File: config.mk
export PLATFORM = sky130hd
export DESIGN_NAME = cond_exec_unit
export DESIGN_NICKNAME = d
export VERILOG_FILES = /design/src/rtl/cond_exec_unit.sv
export SDC_FILE = /design/constraint.sdc
export NUM_CORES = 1
export LEC_CHECK = 0
export CAP_MARGIN = 20
export CORE_ASPECT_RATIO = 1.1
export CORE_UTILIZATION = 41
export CTS_CLUSTER_SIZE = 40
export DETAILED_ROUTE_END_ITERATION = 8
export PLACE_DENSITY_LB_ADDON = 0.3
export SLEW_MARGIN = 25
export SYNTH_ARGS = -nofsm -noshare
export SYNTH_HDL_FRONTEND = slang
export SYNTH_SLANG_ARGS = --single-unit
File: constraint.sdc
create_clock -name clk -period 1.84 [get_ports clk]
set_input_delay 0.184 -clock clk [delete_from_list [all_inputs] [get_ports clk]]
set_output_delay 0.184 -clock clk [all_outputs]
set_load 0.05 [all_outputs]
File: src/rtl/cond_exec_unit.sv
`default_nettype none
// ============================================================================
// Module   : cond_exec_unit
// Brief    : Flag register, ARM condition evaluation and IT-block sequencing
//            between decode and execute. Optional macro COND_FLAG_FWD_EN
//            bypasses same-cycle flag writes into the evaluation.
// Revision : 1.0 - initial release
// ============================================================================
module cond_exec_unit #(
    parameter int IT_MAX = 4,
    parameter int CNT_W  = 3
) (
    input  logic              clk,
    input  logic              rst_n,
    input  logic              flush,
    input  logic              instr_valid,
    input  logic              is_bcc,
    input  logic [3:0]        cond,
    input  logic              it_start,
    input  logic [3:0]        it_firstcond,
    input  logic [IT_MAX-1:0] it_mask,
    input  logic              flags_we,
    input  logic [3:0]        flags_in,
    output logic [3:0]        flags,
    output logic              out_valid,
    output logic              exec_ok,
    output logic              do_branch,
    output logic              in_it,
    output logic [CNT_W-1:0]  it_remaining,
    output logic              it_err
);

    typedef enum logic [0:0] {
        ST_IDLE   = 1'b0,
        ST_ACTIVE = 1'b1
    } state_t;

    state_t              r_state;
    state_t              w_state_nxt;
    logic [3:0]          r_flags;
    logic [3:0]          r_firstcond;
    logic [3:0]          w_firstcond_nxt;
    logic [IT_MAX-1:1]   r_mask;
    logic [IT_MAX-1:1]   w_mask_nxt;
    logic [CNT_W-1:0]    r_slot;
    logic [CNT_W-1:0]    w_slot_nxt;
    logic [CNT_W-1:0]    r_remaining;
    logic [CNT_W-1:0]    w_remaining_nxt;
    logic                r_out_valid;
    logic                w_out_valid_nxt;
    logic                r_exec_ok;
    logic                w_exec_ok_nxt;
    logic                r_do_branch;
    logic                w_do_branch_nxt;
    logic                r_it_err;
    logic                w_it_err_nxt;

    logic [3:0]          w_eval_flags;
    logic [CNT_W-1:0]    w_it_len;
    logic                w_slot_bit;
    logic [3:0]          w_slot_cond;
    logic                w_slot_pass;
    logic                w_br_pass;

    // Flag order is [Z,C,N,V].
    function automatic logic eval_cond(input logic [3:0] c, input logic [3:0] f);
        logic z, cy, n, v;
        {z, cy, n, v} = f;
        case (c)
            4'h0:    eval_cond = z;
            4'h1:    eval_cond = !z;
            4'h2:    eval_cond = cy;
            4'h3:    eval_cond = !cy;
            4'h4:    eval_cond = n;
            4'h5:    eval_cond = !n;
            4'h6:    eval_cond = v;
            4'h7:    eval_cond = !v;
            4'h8:    eval_cond = cy && !z;
            4'h9:    eval_cond = !cy || z;
            4'hA:    eval_cond = (n == v);
            4'hB:    eval_cond = (n != v);
            4'hC:    eval_cond = !z && (n == v);
            4'hD:    eval_cond = z || (n != v);
            4'hE:    eval_cond = 1'b1;
            default: eval_cond = 1'b0;
        endcase
    endfunction

`ifdef COND_FLAG_FWD_EN
    assign w_eval_flags = (flags_we && instr_valid) ? flags_in : r_flags;
`else
    assign w_eval_flags = r_flags;
`endif

    // Block length is set by the lowest set mask bit.
    always_comb begin
        w_it_len = '0;
        for (int j = IT_MAX - 1; j >= 0; j--) begin
            if (it_mask[j]) w_it_len = CNT_W'(IT_MAX - j);
        end
    end

    always_comb begin
        w_slot_bit = 1'b0;
        for (int j = 1; j < IT_MAX; j++) begin
            if (r_slot == CNT_W'(j)) w_slot_bit = r_mask[IT_MAX-j];
        end
    end

    assign w_slot_cond = (r_slot == '0) ? r_firstcond : {r_firstcond[3:1], w_slot_bit};
    assign w_slot_pass = eval_cond(w_slot_cond, w_eval_flags);
    assign w_br_pass   = eval_cond(cond, w_eval_flags);

    always_comb begin
        w_state_nxt     = r_state;
        w_firstcond_nxt = r_firstcond;
        w_mask_nxt      = r_mask;
        w_slot_nxt      = r_slot;
        w_remaining_nxt = r_remaining;
        w_out_valid_nxt = 1'b0;
        w_exec_ok_nxt   = 1'b0;
        w_do_branch_nxt = 1'b0;
        w_it_err_nxt    = 1'b0;
        if (flush) begin
            w_state_nxt     = ST_IDLE;
            w_slot_nxt      = '0;
            w_remaining_nxt = '0;
        end else if (instr_valid) begin
            w_out_valid_nxt = 1'b1;
            if (r_state == ST_IDLE) begin
                if (it_start) begin
                    if ((it_mask == '0) || is_bcc) begin
                        w_it_err_nxt = 1'b1;
                    end else begin
                        w_state_nxt     = ST_ACTIVE;
                        w_firstcond_nxt = it_firstcond;
                        w_mask_nxt      = it_mask[IT_MAX-1:1];
                        w_slot_nxt      = '0;
                        w_remaining_nxt = w_it_len;
                        w_exec_ok_nxt   = 1'b1;
                    end
                end else begin
                    w_exec_ok_nxt   = 1'b1;
                    w_do_branch_nxt = is_bcc && w_br_pass;
                end
            end else begin
                // Every instruction inside the block uses up a slot, legal or not.
                w_slot_nxt      = r_slot + CNT_W'(1);
                w_remaining_nxt = r_remaining - CNT_W'(1);
                if (it_start) begin
                    w_it_err_nxt = 1'b1;
                end else begin
                    w_exec_ok_nxt   = w_slot_pass;
                    w_do_branch_nxt = is_bcc && w_slot_pass && w_br_pass;
                end
                if (w_do_branch_nxt || (r_remaining == CNT_W'(1))) begin
                    w_state_nxt     = ST_IDLE;
                    w_slot_nxt      = '0;
                    w_remaining_nxt = '0;
                end
            end
        end
    end

    always_ff @(posedge clk or negedge rst_n) begin
        if (!rst_n) begin
            r_state <= ST_IDLE;
        end else begin
            r_state <= w_state_nxt;
        end
    end

    always_ff @(posedge clk or negedge rst_n) begin
        if (!rst_n) begin
            r_firstcond <= '0;
            r_mask      <= '0;
            r_slot      <= '0;
            r_remaining <= '0;
            r_out_valid <= 1'b0;
            r_exec_ok   <= 1'b0;
            r_do_branch <= 1'b0;
            r_it_err    <= 1'b0;
        end else begin
            r_firstcond <= w_firstcond_nxt;
            r_mask      <= w_mask_nxt;
            r_slot      <= w_slot_nxt;
            r_remaining <= w_remaining_nxt;
            r_out_valid <= w_out_valid_nxt;
            r_exec_ok   <= w_exec_ok_nxt;
            r_do_branch <= w_do_branch_nxt;
            r_it_err    <= w_it_err_nxt;
        end
    end

    always_ff @(posedge clk or negedge rst_n) begin
        if (!rst_n) begin
            r_flags <= '0;
        end else if (flags_we) begin
            r_flags <= flags_in;
        end
    end

    assign flags        = r_flags;
    assign out_valid    = r_out_valid;
    assign exec_ok      = r_exec_ok;
    assign do_branch    = r_do_branch;
    assign in_it        = (r_state == ST_ACTIVE);
    assign it_remaining = r_remaining;
    assign it_err       = r_it_err;

endmodule
`default_nettype wire

==> flow_metrics.env, run 1 <==
export IMPL_setup_viol=7
export IMPL_clk_path_buf_depth=2
export IMPL_violations="setup timing"
export IMPL_tightest_slew_ns=0.5970
export IMPL_num_vias=1205
export IMPL_gp_congestion=0.8101
export IMPL_crit_required_ns=2.07
export IMPL_chipHeight_um=61.57
export IMPL_routed_via_density=5.332
export IMPL_arrival_ns=2.15
export IMPL_wl_per_cell_um=14.17
export IMPL_dieArea_um2=3457
export IMPL_slew_viol_final=0
export IMPL_numCtsBuffers=3
export IMPL_worstSetupEndpointType="flip-flop"
export IMPL_cts_root_buf="clkbuf_4"
export IMPL_status="complete, but fails checks"
export IMPL_dp_final_hpwl_um=2430
export IMPL_port_buffers=34
export IMPL_fmax_mhz=522.5
export IMPL_core_area_um2=3048
export IMPL_diodes=0
export IMPL_grt_pass1_vias=1168
export IMPL_antenna_found_initial=0
export IMPL_grt_use_total=0.1988
export IMPL_ys_types=40
export IMPL_syn_area_per_cell_um2=9.870
export IMPL_nets=223
export IMPL_drtIter0Drc=24
export IMPL_syn_cell_area_um2=1323
export IMPL_route_detailed_drc=0
export IMPL_maxCapViolCount=0
export IMPL_hp_class="in2async"
export IMPL_stdcell_count=226
export IMPL_grt_pass1_wl_um=5168
export IMPL_finalWirelength_um=3203
export IMPL_clk_latency_ns=0.32
export IMPL_syn_num_nets=164
export IMPL_dp_cells=222
export IMPL_synthToLayoutAreaGrowth_pct=53.26
export IMPL_nFillCells=255
export IMPL_slowest_delay_ns=0.46
export IMPL_cts_tree="done"
export IMPL_slew_headroom=0.6012
export IMPL_cts_sinks=22
export IMPL_ctsHoldBuffers=0
export IMPL_grt_start_max_net_pins=23
export IMPL_crit_family="compound AO/OA/AOI/OAI gates"
export IMPL_dieWidth_um=56.15
export IMPL_r2r_start="flags[0]"
export IMPL_initial_core_util=0.4339
export IMPL_final_period_utilization=1.040
export IMPL_cp_cell_sequence="xor2_1 > a21o_1 > a211oi_2 > mux2i_2 > nor3_4 > o41ai_2"
export IMPL_htreeDepth=1
export IMPL_fin_ws_ns=-0.07397
export IMPL_path_max_fanout=7
export IMPL_syn_inst=134
export IMPL_synth_ff_type="dfrtp_1"
export IMPL_first_pass_iters=4
export IMPL_vdd_ir_drop_max_v=0.0004379
export IMPL_synth_edf_count=0
export IMPL_postPlaceCellArea_um2=1862
export IMPL_rsz0062_at_grt="true"
export IMPL_ios=35
export IMPL_timing_hold_ws_ns=0.1997
export IMPL_ys_seq_area_frac=0.4163
export IMPL_synthArstFlopShare=1.000
export IMPL_timing_final_crit_period_ns=1.914
export IMPL_synth_seq_cells=22
export IMPL_final_hold_viol_count=0
export IMPL_clkSlewWorstSetupHoldPaths_ns=0.14
export IMPL_crit_slowest_cell="dfrtp_2"
export IMPL_drive_gt1_frac=0.3281
export IMPL_ys_warn_count=0
export IMPL_r2r_end="it_remaining[1]"
export IMPL_setup_tns_ns=-0.3122
export IMPL_startpoint_type="flip-flop"
export IMPL_path_class="reg2reg"
export IMPL_power_density_nw_per_um2=751.2
export IMPL_r2r_slack_ns=-0.07
export IMPL_grt_overflow=0
export IMPL_crit_buf_inv=0
export IMPL_ant_nets=0
export IMPL_p_leak_nw=0.9108
export IMPL_rows=21
export IMPL_fin_util=0.6650
export IMPL_design_area_um2=2027
export IMPL_fin_worst_skew_ns=0.01455
export IMPL_ff2ff_path_depth=6
==> cells in the final DEF (no fill, tap or decap), types with 4 or more instances in the layout <==
| master | netlist | layout |
|---|---|---|
| a21oi_1 | 8 | 6 |
| buf_4 | 0 | 21 |
| clkdlybuf4s50_1 | 0 | 31 |
| dfrtp_1 | 22 | 18 |
| dfrtp_2 | 0 | 4 |
| inv_1 | 12 | 10 |
| mux2_2 | 6 | 6 |
| nand2_1 | 16 | 15 |
| nor3_1 | 4 | 4 |
| nor3b_1 | 5 | 4 |
| o21ai_0 | 6 | 5 |
| o41ai_2 | 0 | 5 |
==> worst max-delay path by stage <==
stage / start / end / cells after the start
detailed placement: cond[2] / r_slot[2] / 8
global route: r_slot[1] / r_slot[2] / 9
finish: flags[0] / it_remaining[1] / 6
CTS: r_slot[1] / r_slot[2] / 8
floorplan: flags[0] / it_remaining[1] / 6
global placement: cond[2] / r_slot[2] / 8
==> power breakdown <==
group          leakage, nW  internal (mW)  switching, mW
clock network       0.0279          0.220          0.156
registers            0.279          0.547         0.0747
logic                0.604          0.246          0.279
==> cells by family (layout without fill, tap and decap cells) <==
group / after synthesis / in the layout / synth area share
DFF: 22 / 22 / 0.4163
muxes: 7 / 7 / 0.05865
and+or+nand+nor: 47 / 47 / 0.1987
adders and majority gates: 7 / 7 / 0.06622
xor gates and xnor gates: 2 / 2 / 0.01325
AOI/OAI and AO/OA: 35 / 35 / 0.2072
buffers and inverters: 14 / 72 / 0.03973
==> Yosys cell counts, types with 2 or more instances <==
library cell | instances | area (um2)
dfrtp_1 | 22 | 550.5
nand2_1 | 16 | 60.06
inv_1 | 12 | 45.04
a21oi_1 | 8 | 40.04
ha_1 | 7 | 87.58
mux2_2 | 6 | 67.56
o21ai_0 | 6 | 30.03
o41ai_1 | 6 | 52.55
nor3b_1 | 5 | 37.54
nor3_1 | 4 | 20.02
and3b_1 | 3 | 26.28
nand2b_1 | 3 | 18.77
nor2_1 | 3 | 11.26
a211oi_2 | 2 | 25.02
nand3_1 | 2 | 10.01
nor2b_1 | 2 | 12.51
o22ai_1 | 2 | 12.51
or2_1 | 2 | 12.51
xor2_1 | 2 | 17.52
==> registers in the layout, summed over array words and instances, names as in the netlist <==
name          cells
flags             4
r_firstcond       4
it_remaining      3
r_mask            3
r_slot            3
do_branch         1
exec_ok           1
in_it             1
it_err            1
out_valid         1
==> metrics by stage <==
step,setup WS (ns),power [mW]
floorplan,-0.03295,0.9087
global placement,-0.3601,1.094
detailed placement,-0.4764,1.115
CTS,-0.1423,1.520
global route,-0.1918,1.614
finish,-0.07397,1.523
==> area by class of cell <==
| class | instances | area [um2] | area share |
|---|---|---|---|
| inverters | 13 | 48.80 | 0.02407 |
| flip-flops and latches | 22 | 555.5 | 0.2741 |
| well taps | 34 | 42.54 | 0.02099 |
| repair buffers | 55 | 500.5 | 0.2469 |
| clock inverters | 1 | 30.03 | 0.01481 |
| multi-input cells | 98 | 827.0 | 0.4080 |
| clock buffers | 3 | 22.52 | 0.01111 |
==> repair_timing <==
item / CTS / global route
pin swaps: 7 / 3
endpoints found under the setup margin: 10 / 10
buffers inserted: 1 / 0
resized for setup: 20 / 6
hold endpoints to repair: 0 / 0
==> metal layers <==
metal	vias up	part of all wire	global-route usage	routed length, um
met4	0	0.016	0.09408	51
met2	28	0.55	0.3776	1748
met3	4	0.040	0.02731	127
met1	572	0.40	0.2257	1275
li1	601	-	-	-
met5	-	0	0	0
(Power assumes the default switching activity.)
==> inputs of run 2 (changes only) <==
--- a/config.mk
+++ b/config.mk
@@ -5,7 +5,7 @@
 export SDC_FILE = /design/constraint.sdc
 export NUM_CORES = 1
 export LEC_CHECK = 0
-export CAP_MARGIN = 20
+export CAP_MARGIN = 5
 export CORE_ASPECT_RATIO = 1.1
 export CORE_UTILIZATION = 41
 export CTS_CLUSTER_SIZE = 40
==> results of run 2 <==
The final DEF is identical to that of run 1; final timing and power are the same.
==> inputs of run 3 (changes only) <==
--- a/config.mk
+++ b/config.mk
@@ -8,7 +8,7 @@
 export CAP_MARGIN = 5
 export CORE_ASPECT_RATIO = 1.1
 export CORE_UTILIZATION = 41
-export CTS_CLUSTER_SIZE = 40
+export CTS_CLUSTER_SIZE = 20
 export DETAILED_ROUTE_END_ITERATION = 8
 export PLACE_DENSITY_LB_ADDON = 0.3
 export SLEW_MARGIN = 25
==> results of run 3 <==
The final DEF is identical to that of run 1; final timing and power are the same.
